File: config.mk
export PLATFORM = sky130hd
export DESIGN_NAME = instruction_fetch
export DESIGN_NICKNAME = d
export VERILOG_FILES = /design/src/rtl/instruction_fetch_pkg.sv /design/src/rtl/pc_select.sv /design/src/rtl/instruction_fetch.sv
export SDC_FILE = /design/constraint.sdc
export NUM_CORES = 1
export LEC_CHECK = 0
export ABC_AREA = 1
export CORE_ASPECT_RATIO = 0.75
export CORE_MARGIN = 2
export CORE_UTILIZATION = 25
export CTS_BUF_LIST = sky130_fd_sc_hd__clkbuf_16
export DETAILED_ROUTE_END_ITERATION = 7
export PLACE_DENSITY = 0.63
export SYNTH_ARGS = -nofsm -noshare
export SYNTH_HDL_FRONTEND = slang
export SYNTH_SLANG_ARGS = --single-unit
File: constraint.sdc
create_clock -name clk -period 4 [get_ports clk]
set_input_delay 0.6 -clock clk [delete_from_list [all_inputs] [get_ports clk]]
set_output_delay 0.6 -clock clk [all_outputs]
set_load 0.1 [all_outputs]
File: src/rtl/instruction_fetch_pkg.sv
// Shared pipeline definitions for the fetch stage and its consumers (decode reads
// the IF_ID field offsets from here).
package instruction_fetch_pkg;

  localparam logic [31:0] RESET_VECTOR = 32'h8000_0000;
  localparam logic [31:0] ILLOP_VECTOR = 32'h8000_0004;
  localparam logic [31:0] XADR_VECTOR  = 32'h8000_0008;
  localparam logic [31:0] NOP_WORD     = 32'h0000_0000;

  localparam int unsigned IFID_PC4_MSB   = 63;
  localparam int unsigned IFID_PC4_LSB   = 32;
  localparam int unsigned IFID_INSTR_MSB = 31;
  localparam int unsigned IFID_INSTR_LSB = 0;

  typedef enum logic [2:0] {
    SEL_SEQ    = 3'd0,
    SEL_BRANCH = 3'd1,
    SEL_JUMP   = 3'd2,
    SEL_JR     = 3'd3,
    SEL_INT    = 3'd4,
    SEL_EXC    = 3'd5
  } npc_sel_e;

endpackage

File: src/rtl/pc_select.sv
// Combinational next-PC selection: fixed redirect priority plus the supervisor-bit
// rules (only JR and vectors may change PC[31]; interrupts masked in supervisor mode).
module pc_select
  import instruction_fetch_pkg::*;
#(
  parameter logic [31:0] ILLOP_VEC = instruction_fetch_pkg::ILLOP_VECTOR,
  parameter logic [31:0] XADR_VEC  = instruction_fetch_pkg::XADR_VECTOR
) (
  input  logic [31:0] pc,
  input  logic        z,
  input  logic        j,
  input  logic        jr,
  input  logic        exception,
  input  logic        interrupt,
  input  logic [31:0] branch_target,
  input  logic [31:0] jump_target,
  input  logic [31:0] jr_target,
  output logic [31:0] next_pc,
  output logic [31:0] seq_pc,
  output logic        redirect,
  output logic        take_int
);

  npc_sel_e sel_s;

  // Priority encode the redirect sources, then mux the target.
  always_comb begin
    seq_pc = {pc[31], pc[30:0] + 31'd4};
    sel_s  = SEL_SEQ;
    if (exception) begin
      sel_s = SEL_EXC;
    end else if (interrupt && !pc[31]) begin
      sel_s = SEL_INT;
    end else if (jr) begin
      sel_s = SEL_JR;
    end else if (j) begin
      sel_s = SEL_JUMP;
    end else if (z) begin
      sel_s = SEL_BRANCH;
    end else begin
      sel_s = SEL_SEQ;
    end

    case (sel_s)
      SEL_EXC:    next_pc = ILLOP_VEC;
      SEL_INT:    next_pc = XADR_VEC;
      SEL_JR:     next_pc = jr_target & 32'hFFFF_FFFC;
      SEL_JUMP:   next_pc = (pc & 32'h8000_0000) | (jump_target & 32'h7FFF_FFFF);
      SEL_BRANCH: next_pc = branch_target;
      SEL_SEQ:    next_pc = seq_pc;
      default:    next_pc = seq_pc;
    endcase

    redirect = (sel_s != SEL_SEQ) && (sel_s != SEL_INT);
    take_int = (sel_s == SEL_INT);
  end

endmodule

File: src/rtl/instruction_fetch.sv
// MIPS IF stage: owns the PC and the IF_ID register, applies decode redirects,
// inserts one bubble per taken redirect and holds on decode stalls.
module instruction_fetch
  import instruction_fetch_pkg::*;
#(
  parameter logic [31:0] RESET_VECTOR = instruction_fetch_pkg::RESET_VECTOR,
  parameter logic [31:0] ILLOP_VECTOR = instruction_fetch_pkg::ILLOP_VECTOR,
  parameter logic [31:0] XADR_VECTOR  = instruction_fetch_pkg::XADR_VECTOR
) (
  input  logic        clk,
  input  logic        rst_n,
  input  logic        PC_IF_ID_Write,
  input  logic        Z,
  input  logic        J,
  input  logic        JR,
  input  logic [31:0] branch_target,
  input  logic [31:0] jump_target,
  input  logic [31:0] jr_target,
  input  logic        exception,
  input  logic        interrupt,
  output logic [31:0] imem_addr,
  input  logic [31:0] imem_rdata,
  output logic [31:0] PC,
  output logic [63:0] IF_ID,
  output logic        IF_ID_valid
);

  logic [31:0] pc_r;
  logic [63:0] if_id_r;
  logic        valid_r;
  logic [31:0] next_pc_s;
  logic [31:0] seq_pc_s;
  logic        redirect_s;
  logic        take_int_s;

  pc_select #(
    .ILLOP_VEC (ILLOP_VECTOR),
    .XADR_VEC  (XADR_VECTOR)
  ) u_pc_select (
    .pc            (pc_r),
    .z             (Z),
    .j             (J),
    .jr            (JR),
    .exception     (exception),
    .interrupt     (interrupt),
    .branch_target (branch_target),
    .jump_target   (jump_target),
    .jr_target     (jr_target),
    .next_pc       (next_pc_s),
    .seq_pc        (seq_pc_s),
    .redirect      (redirect_s),
    .take_int      (take_int_s)
  );

  // PC and IF_ID registers; reset beats stall, stall beats every redirect.
  always_ff @(posedge clk) begin
    if (rst_n) begin
      pc_r    <= RESET_VECTOR;
      if_id_r <= 64'h0;
      valid_r <= 1'b0;
    end else if (PC_IF_ID_Write) begin
      pc_r <= next_pc_s;
      if (take_int_s) begin
        // Abandoned fetch address goes in the PC_plus4 slot as the return address.
        if_id_r[IFID_PC4_MSB:IFID_PC4_LSB]     <= pc_r;
        if_id_r[IFID_INSTR_MSB:IFID_INSTR_LSB] <= NOP_WORD;
        valid_r                                <= 1'b0;
      end else if (redirect_s) begin
        if_id_r[IFID_PC4_MSB:IFID_PC4_LSB]     <= seq_pc_s;
        if_id_r[IFID_INSTR_MSB:IFID_INSTR_LSB] <= NOP_WORD;
        valid_r                                <= 1'b0;
      end else begin
        if_id_r[IFID_PC4_MSB:IFID_PC4_LSB]     <= seq_pc_s;
        if_id_r[IFID_INSTR_MSB:IFID_INSTR_LSB] <= imem_rdata;
        valid_r                                <= 1'b1;
      end
    end else begin
      pc_r    <= pc_r;
      if_id_r <= if_id_r;
      valid_r <= valid_r;
    end
  end

  assign imem_addr   = pc_r;
  assign PC          = pc_r;
  assign IF_ID       = if_id_r;
  assign IF_ID_valid = valid_r;

endmodule

==> flow_summary.toml <==
[outcome]
outcome = "finished, final reports clean"

[logic_synthesis]
synth_seq_cells = 97
synth_most_common_cell = "nand2_1"
synth.area.top_cells = "dfxtp_1, nand2_1, a21oi_1"
async_flop_share_pct = 0
syn-num-nets = 1059
ys_types = 29
ys.warnings.count = 0
synth_common_cells = "nand2_1, a21oi_1, nand3_1, dfxtp_1, nor2_1"
synth-edff-count = 0
yosysTopAreaCell = "dfxtp_1"
syn_area_mm2 = 0.00574
synth_ff_type = "dfxtp_1"
ys_seq_area_share_pct = 33.8
post_synth.cell_area_avg_um2 = 6.23
postSynthCellCount = 922
synth_top_cell_area_share_pct = 33.8

[setup_path]
critical-path-slowest-cell = "clkdlybuf4s50_1"
path_buf_inv = 1
crit_arrival_ns = 2.22
path_cells = "clkdlybuf4s50_1"
cp.required_ns = 3.40
max_stage_delay_ns = 1.23
cp_top_family = "buffers and inverters"
critPathKind = "flop to output pin"
crit_path_max_fanout = 10
r2r_slack_ns = 1.51
endpoint_kind = "output pin"
cp-start-kind = "flop"

[routing]
drt_iter0_markers = 522
wl_per_cell_um = 15.7
dr.pass1.iters = 5
vias = 6751
totalWireLength_um = 22200
vias_per_cell = 4.75
drc_errors = 0
ant_nets = 0

[layout]
fin_area_mm2 = 0.00859
multiInputGateArea_mm2 = 0.00315
regArea_mm2 = 0.00194
fill_cells = 2395
drive_above_1_share_pct = 4.26
antennaDiodeCount = 0
area_growth_pct = 49.7
final_nets = 1259

[clocking]
cts_setup_buffers = 0
holdBufCountCts = 0
cts_resized = 0
htreeDepth = 3
cts_tree = "done"
cts_buffers = 9
cts.path.max_buffers = 2
clk_latency_ns = 0.35
clkSlewWorstSetupHoldPaths_ns = 0.07
root_buffer = "clkbuf_16"
cts_sinks = 97

[placement]
gp_congestion = 0.910
hpwl_um = 16500
io_buffers = 261
dpl_cell_area_mm2 = 0.00831
dp_slack_ns = 0.900

[timing]
fmax_mhz = 355
slew_violations = 0
hold_viol_final = 0
grt_setup_unrepaired = "no"
finalSetupTns_ns = 0
period_share_pct = 70.5
relSlewSlack_pct = 30.4
setup_viol = 0
fin_skew_ns = 0.00461
period_minus_slack_ns = 2.82
worstMarginPinSlew_ns = 1.04
fin_ws_ns = 1.18

[power]
power_frac_comb_pct = 30.3
swShare_pct = 37.0
p_leak_uw = 0.00310
pwr-share-clk_pct = 31.8
power.net_switching_uw = 1020
internal-power_uw = 1740
ir_worst_vdd_mv = 0.160
p_seq_share_pct = 37.9
p_per_area_mw_per_mm2 = 321

[die]
start_util_pct = 25.8
core.rowCount = 47
die_x_um = 179
core_mm2 = 0.0223
io_pins = 265
dieArea_mm2 = 0.0242
die_h_um = 135

[global_routing]
grt_overflow = 0
grt_pass1_vias = 6270
grtUsageTotal_pct = 18.2
grt_antenna_before_repair = 0
grt_pass1_wl_um = 34400
grt_max_degree = 62

[worst_hold_path]
hp-class = "flop to flop"

[run]
drv_cap = 0
==> logic make-up (layout without fill, tap and decap cells) <==
group                      after synthesis  count (layout)  share of synthesized area [%]
adders and majority gates                1               1                          0.218
AOI/OAI and AO/OA                      159             159                           14.3
and+or+nand+nor                        530             530                           38.9
xor gates and xnor gates                 9               9                           1.37
buffers and inverters                  126             331                           11.4
DFF                                     97              97                           33.8
==> state kept, by name, summed over array words and instances (netlist names) <==
name         cells
IF_ID_valid      1
PC              32
IF_ID           64
==> power by group through the flow <==
stage / Combinational [uW] / Clock (uW) / Sequential (uW)
after floorplan: 333 / 0 / 1300
after global placement: 837 / 0 / 1070
after detailed placement: 840 / 0 / 1070
after CTS: 842 / 914 / 1050
after global routing: 886 / 939 / 1050
final: 837 / 878 / 1050
==> path summary, 6_finish.rpt <==
| path | startpoint | end | cells past startpoint |
|---|---|---|---|
| max | PC[2] | imem_addr[2] | 1 |
| min | IF_ID[21] | IF_ID[21] | 2 |
| max reg2reg | PC[2] | PC[18] | 8 |
| min reg2reg | IF_ID[21] | IF_ID[21] | 2 |
==> through the flow <==
stage	power (uW)	hold slack, ns	cells	util (%)
4_1_cts	2800	0.467	1421	38.6
3_5_place_dp	1910	0.456	1405	37.3
2_1_floorplan	1630	0.744	922	-
6_report	2760	0.463	1421	38.6
3_3_place_gp	1900	0.452	1405	37.3
5_1_grt	2880	0.485	1421	38.6
==> area by class of cell <==
cell class | instances | share of cell area (%)
inverters | 44 | 1.94
multi-input cells | 699 | 36.6
well taps | 294 | 4.28
repair buffers | 271 | 31.2
clock buffers | 9 | 2.62
clock inverters | 7 | 0.728
flip-flops and latches | 97 | 22.6
==> cells in the final DEF (no fill, tap or decap), drive strengths merged, types with 5 or more instances in the layout <==
cell / Yosys / layout
inv: 44 / 44
o21ai: 26 / 26
dfxtp: 97 / 97
nor2: 96 / 96
a21oi: 125 / 125
clkbuf: 19 / 9
nand2: 313 / 313
xor2: 7 / 7
nand3: 115 / 115
clkinv: 0 / 5
buf: 63 / 11
nand4: 5 / 5
clkdlybuf4s50: 0 / 260
==> metal layers <==
layer / wire, um / vias up / GRT usage [%]
met5: 0 / - / 0
met4: 305 / 0 / 4.11
met3: 2030 / 20 / 5.25
met2: 9860 / 268 / 28.4
met1: 10100 / 3098 / 24.8
li1: - / 3365 / -
No activity file was read; power rests on OpenSTA's default activity.
==> edit 1, RTL diff (config.mk and constraints unchanged) <==
Put one more register stage on the output `IF_ID`, without a reset. The value now appears one clock later. The other outputs are not delayed to match.
--- a/src/rtl/instruction_fetch.sv
+++ b/src/rtl/instruction_fetch.sv
@@ -84,5 +84,7 @@
   assign imem_addr   = pc_r;
   assign PC          = pc_r;
-  assign IF_ID       = if_id_r;
+  always_ff @(posedge clk) begin
+    IF_ID <= if_id_r;
+  end
   assign IF_ID_valid = valid_r;
 
Function: changed (Yosys sat finds a counterexample within 4 cycles, from zero or initial values and one cycle with rst_n high).
==> edit 1 against the unedited design <==
- clock power rose by 77%
- total power increased by 52%
- die area is 22% higher
- critical path depth unchanged
- sequential cell count up 64
- sequential power is 64% higher
- wire length is 11% higher
- maximum frequency shrank 3.4%
- cell area increased by 19%
- setup slack worse by 99 ps
- area after synthesis is 22% higher
- clock skew up 9.6 ps
==> edit 1: results <==
# TYPE chip_impl_metric gauge
chip_impl_info{name="status",value="finished clean"} 1
chip_impl_metric{name="latest_clock_arrival_within_the_worst_skew_pair",unit="ps"} 430
chip_impl_metric{name="power-per-cell-area",unit="nW/um^2"} 411
chip_impl_metric{name="cts_htree_levels",unit=""} 4
chip_impl_metric{name="synth-seq-area-share",unit="%"} 45.9
chip_impl_metric{name="wl_met3",unit="mm"} 2.03
chip_impl_metric{name="global_route.usage.total",unit="%"} 16.7
chip_impl_metric{name="detailed_place.area",unit="sq um"} 9660
chip_impl_metric{name="multi_input_area_share",unit="%"} 30.3
chip_impl_metric{name="buffers_excl_clock",unit=""} 272
chip_impl_metric{name="use_met1",unit="%"} 23.5
chip_impl_metric{name="dr_total_vias",unit=""} 7023
chip_impl_metric{name="timing.critical_path.arrival",unit="ps"} 2320
chip_impl_metric{name="finalNetCount",unit=""} 1316
chip_impl_info{name="synth.top_cells.by_area",value="dfxtp_1, nand2_1, a21oi_1, nand3_1, nor2_1"} 1
chip_impl_metric{name="design.seq.count",unit=""} 161
chip_impl_metric{name="synth_cell_types",unit=""} 34
chip_impl_metric{name="layout-drive-gt1-share",unit="%"} 5.96
chip_impl_metric{name="crit_path_max_fanout",unit=""} 9
chip_impl_metric{name="mappedNetlistArea",unit="sq um"} 7020
chip_impl_metric{name="clock_buffers",unit=""} 17
chip_impl_metric{name="buf_share",unit="%"} 26.3
chip_impl_metric{name="static-leakage-power",unit="nW"} 3.84
chip_impl_info{name="r2r_end",value="if_id_r[48]"} 1
chip_impl_metric{name="grt_start_max_net_pins",unit=""} 70
chip_impl_metric{name="clock_cell_area_share",unit="%"} 5.39
chip_impl_metric{name="layout.comb_gates.multi_input",unit=""} 672
chip_impl_info{name="sink_of_the_worst_hold_path",value="IF_ID[44]"} 1
chip_impl_metric{name="met3_usage",unit="%"} 4.43
chip_impl_metric{name="routed-wl-met2",unit="mm"} 10.4
chip_impl_metric{name="number_of_global_route_vias_before_repair",unit=""} 6556
chip_impl_metric{name="drtIter0Drc",unit=""} 492
chip_impl_metric{name="fillCellCount",unit=""} 2931
chip_impl_metric{name="route.detailed.wl_per_inst",unit="microns"} 15.9
chip_impl_metric{name="hold_depth",unit=""} 0
chip_impl_metric{name="syn_avg_cell_area",unit="sq um"} 7.25
chip_impl_metric{name="worst-r2r-setup-slack",unit="ps"} 1290
chip_impl_metric{name="max_slew_margin",unit="%"} 28.4
chip_impl_metric{name="met2_track_utilization_from_global_routing",unit="%"} 25.0
[edit 1: where the power goes]
part	internal (mW)	switching (mW)	total (mW)
logic	0.277	0.647	0.924
clock network	0.815	0.739	1.55
registers	1.66	0.0590	1.72
total	2.75	1.45	4.20
[edit 1: worst max-delay path by stage]
stage	from	end	slack, ps	cells after the start
finish	PC[2]	imem_addr[2]	1080	1
CTS	PC[2]	imem_addr[2]	1070	1
floorplan	PC[2]	if_id_r[48]	1550	8
global route	JR	PC[23]	900	10
detailed placement	JR	PC[22]	670	10
global placement	JR	PC[21]	690	10
[edit 1: kinds of logic (layout without fill, tap and decap cells)]
kind of cell,after synthesis,in the layout,share of synthesized area (%)
simple gates,490,490,29.7
xor+xnor,12,12,1.50
flops,161,161,45.9
compound gates,169,169,12.7
fa+ha+maj,1,1,0.178
buf+inv,135,359,9.93
==> edit 2, RTL diff (same flow settings) <==
Made on the original files. Add an input register stage for `jump_target`; this delays it by one clock. The other inputs are not delayed to match.
--- a/src/rtl/instruction_fetch.sv
+++ b/src/rtl/instruction_fetch.sv
@@ -26,4 +26,10 @@
 );
 
+  logic [31:0] jump_target_q;
+
+  always_ff @(posedge clk) begin
+    jump_target_q <= jump_target;
+  end
+
   logic [31:0] pc_r;
   logic [63:0] if_id_r;
@@ -45,5 +51,5 @@
     .interrupt     (interrupt),
     .branch_target (branch_target),
-    .jump_target   (jump_target),
+    .jump_target   (jump_target_q),
     .jr_target     (jr_target),
     .next_pc       (next_pc_s),
Formal check against the unedited RTL: not equivalent (a bounded check fails within 4 cycles, from zero or initial values and one cycle with rst_n high).
==> edit 2 against the unedited design <==
- clock skew grew 7.2 ps
- synthesized cell count is 4.7% higher
- area after synthesis up 13%
- sequential share of layout area increased by 3.7 points
- total power increased by 47%
- setup slack got worse by 110 ps
- global-route usage decreased by 0.15 points
- die area grew 12%
- sequential cell count grew 31
- wire length is 10% higher
- cell area rose by 13%
==> edit 2: results <==
# TYPE chip_impl_metric gauge
chip_impl_metric{name="detailed_routing_iterations_pass_1",unit=""} 4
chip_impl_metric{name="latest_clock_arrival_within_the_worst_skew_pair",unit="ps"} 430
chip_impl_info{name="synth.top_cells.by_area",value="dfxtp_1, nand2_1, a21oi_1, nand3_1, nor2_1"} 1
chip_impl_metric{name="cts_made_buffers",unit=""} 17
chip_impl_metric{name="seqPwrFrac",unit="%"} 34.1
chip_impl_metric{name="die_width",unit="microns"} 190
chip_impl_info{name="post_synth_most_frequent_cells",value="nand2_1, dfxtp_1, a21oi_1"} 1
chip_impl_metric{name="route.detailed.wl_per_inst",unit="microns"} 16.1
chip_impl_metric{name="finalNetCount",unit=""} 1307
chip_impl_metric{name="report.power.total",unit="mW"} 4.05
chip_impl_metric{name="post_drt_via_cell_ratio",unit=""} 4.65
chip_impl_metric{name="synth.net_count",unit=""} 1102
chip_impl_metric{name="max_slew_margin",unit="%"} 28.3
chip_impl_info{name="r2r_end",value="IF_ID[48]"} 1
chip_impl_metric{name="max-vdd-ir-drop",unit="mV"} 0.279
chip_impl_metric{name="timing.clock.skew",unit="ps"} 11.8
chip_impl_info{name="status",value="finished clean"} 1
chip_impl_metric{name="worst-r2r-setup-slack",unit="ps"} 1470
chip_impl_metric{name="grt_first_pass_wirelength",unit="mm"} 37.6
chip_impl_metric{name="gpl.final_weighted_congestion",unit=""} 0.942
chip_impl_metric{name="static-leakage-power",unit="nW"} 3.60
chip_impl_metric{name="global_route.usage.total",unit="%"} 18.0
chip_impl_metric{name="synth-seq-area-share",unit="%"} 39.6
chip_impl_metric{name="worst_path_largest_cell_delay",unit="ps"} 1250
chip_impl_metric{name="timing.critical_path.arrival",unit="ps"} 2330
chip_impl_metric{name="synth-compound-area-share",unit="%"} 13.5
chip_impl_metric{name="drtIter0Drc",unit=""} 504
chip_impl_metric{name="cts_htree_levels",unit=""} 4
chip_impl_metric{name="placedCellCount",unit=""} 1489
chip_impl_metric{name="layout-drive-gt1-share",unit="%"} 5.49
chip_impl_metric{name="number_of_global_route_vias_before_repair",unit=""} 6781
chip_impl_metric{name="dp_hpwl",unit="mm"} 18.0
chip_impl_metric{name="dr_total_vias",unit=""} 7066
chip_impl_metric{name="syn_inst",unit=""} 965
chip_impl_metric{name="crit_path_max_fanout",unit=""} 9
chip_impl_metric{name="synth_cell_types",unit=""} 35
chip_impl_metric{name="detailed_place.area",unit="sq um"} 9070
edit 2: changes by cell type in the layout (fill, tap and decap cells not counted), moves of 4 or more:
cell / change
a21oi_1: -13
buf_4: -4
bufinv_16: +5
clkbuf_16: +8
clkinv_1: +7
dfxtp_1: +31
nand2_1: +11
nand3_1: -6
nor2_1: -10
o211ai_1: +11
edit 2: cell families after synthesis:
group | Yosys count
xor+xnor | 7
fa+ha+maj | 1
flops | 128
simple gates | 530
buf+inv | 137
compound gates | 162
edit 2: area by class of cell:
cell class | instances | area, sq um
fillers | 2636 | 15500
multi-input cells | 700 | 3200
repair buffers | 268 | 2670
flip-flops and latches | 128 | 2560
clock buffers | 17 | 425
well taps | 338 | 423
clock inverters | 15 | 240
inverters | 55 | 215
edit 2: layer usage:
layer | vias up | track usage [%] | wire [microns]
met3 | 12 | 6.35 | 2210
li1 | 3515 | - | -
met2 | 243 | 28.6 | 10900
met1 | 3296 | 23.6 | 11200
met5 | - | 0 | 0
met4 | 0 | 3.92 | 188
edit 2: worst min-delay path by stage:
stage / cells past startpoint / start / endpoint
floorplan: 2 / jump_target_q[9] / PC[9]
global route: 2 / jump_target_q[9] / PC[9]
global placement: 2 / IF_ID[2] / IF_ID[2]
CTS: 2 / jump_target_q[9] / PC[9]
detailed placement: 2 / IF_ID[17] / IF_ID[17]
finish: 2 / jump_target_q[9] / PC[9]
edit 2: metrics by stage:
| stage | hold WS [ps] | setup WS [ps] |
|---|---|---|
| 6_report | 463 | 1070 |
| 4_1_cts | 464 | 1060 |
| 3_5_place_dp | 455 | 1030 |
| 2_1_floorplan | 443 | 1560 |
| 5_1_grt | 477 | 1030 |
| 3_3_place_gp | 450 | 1030 |
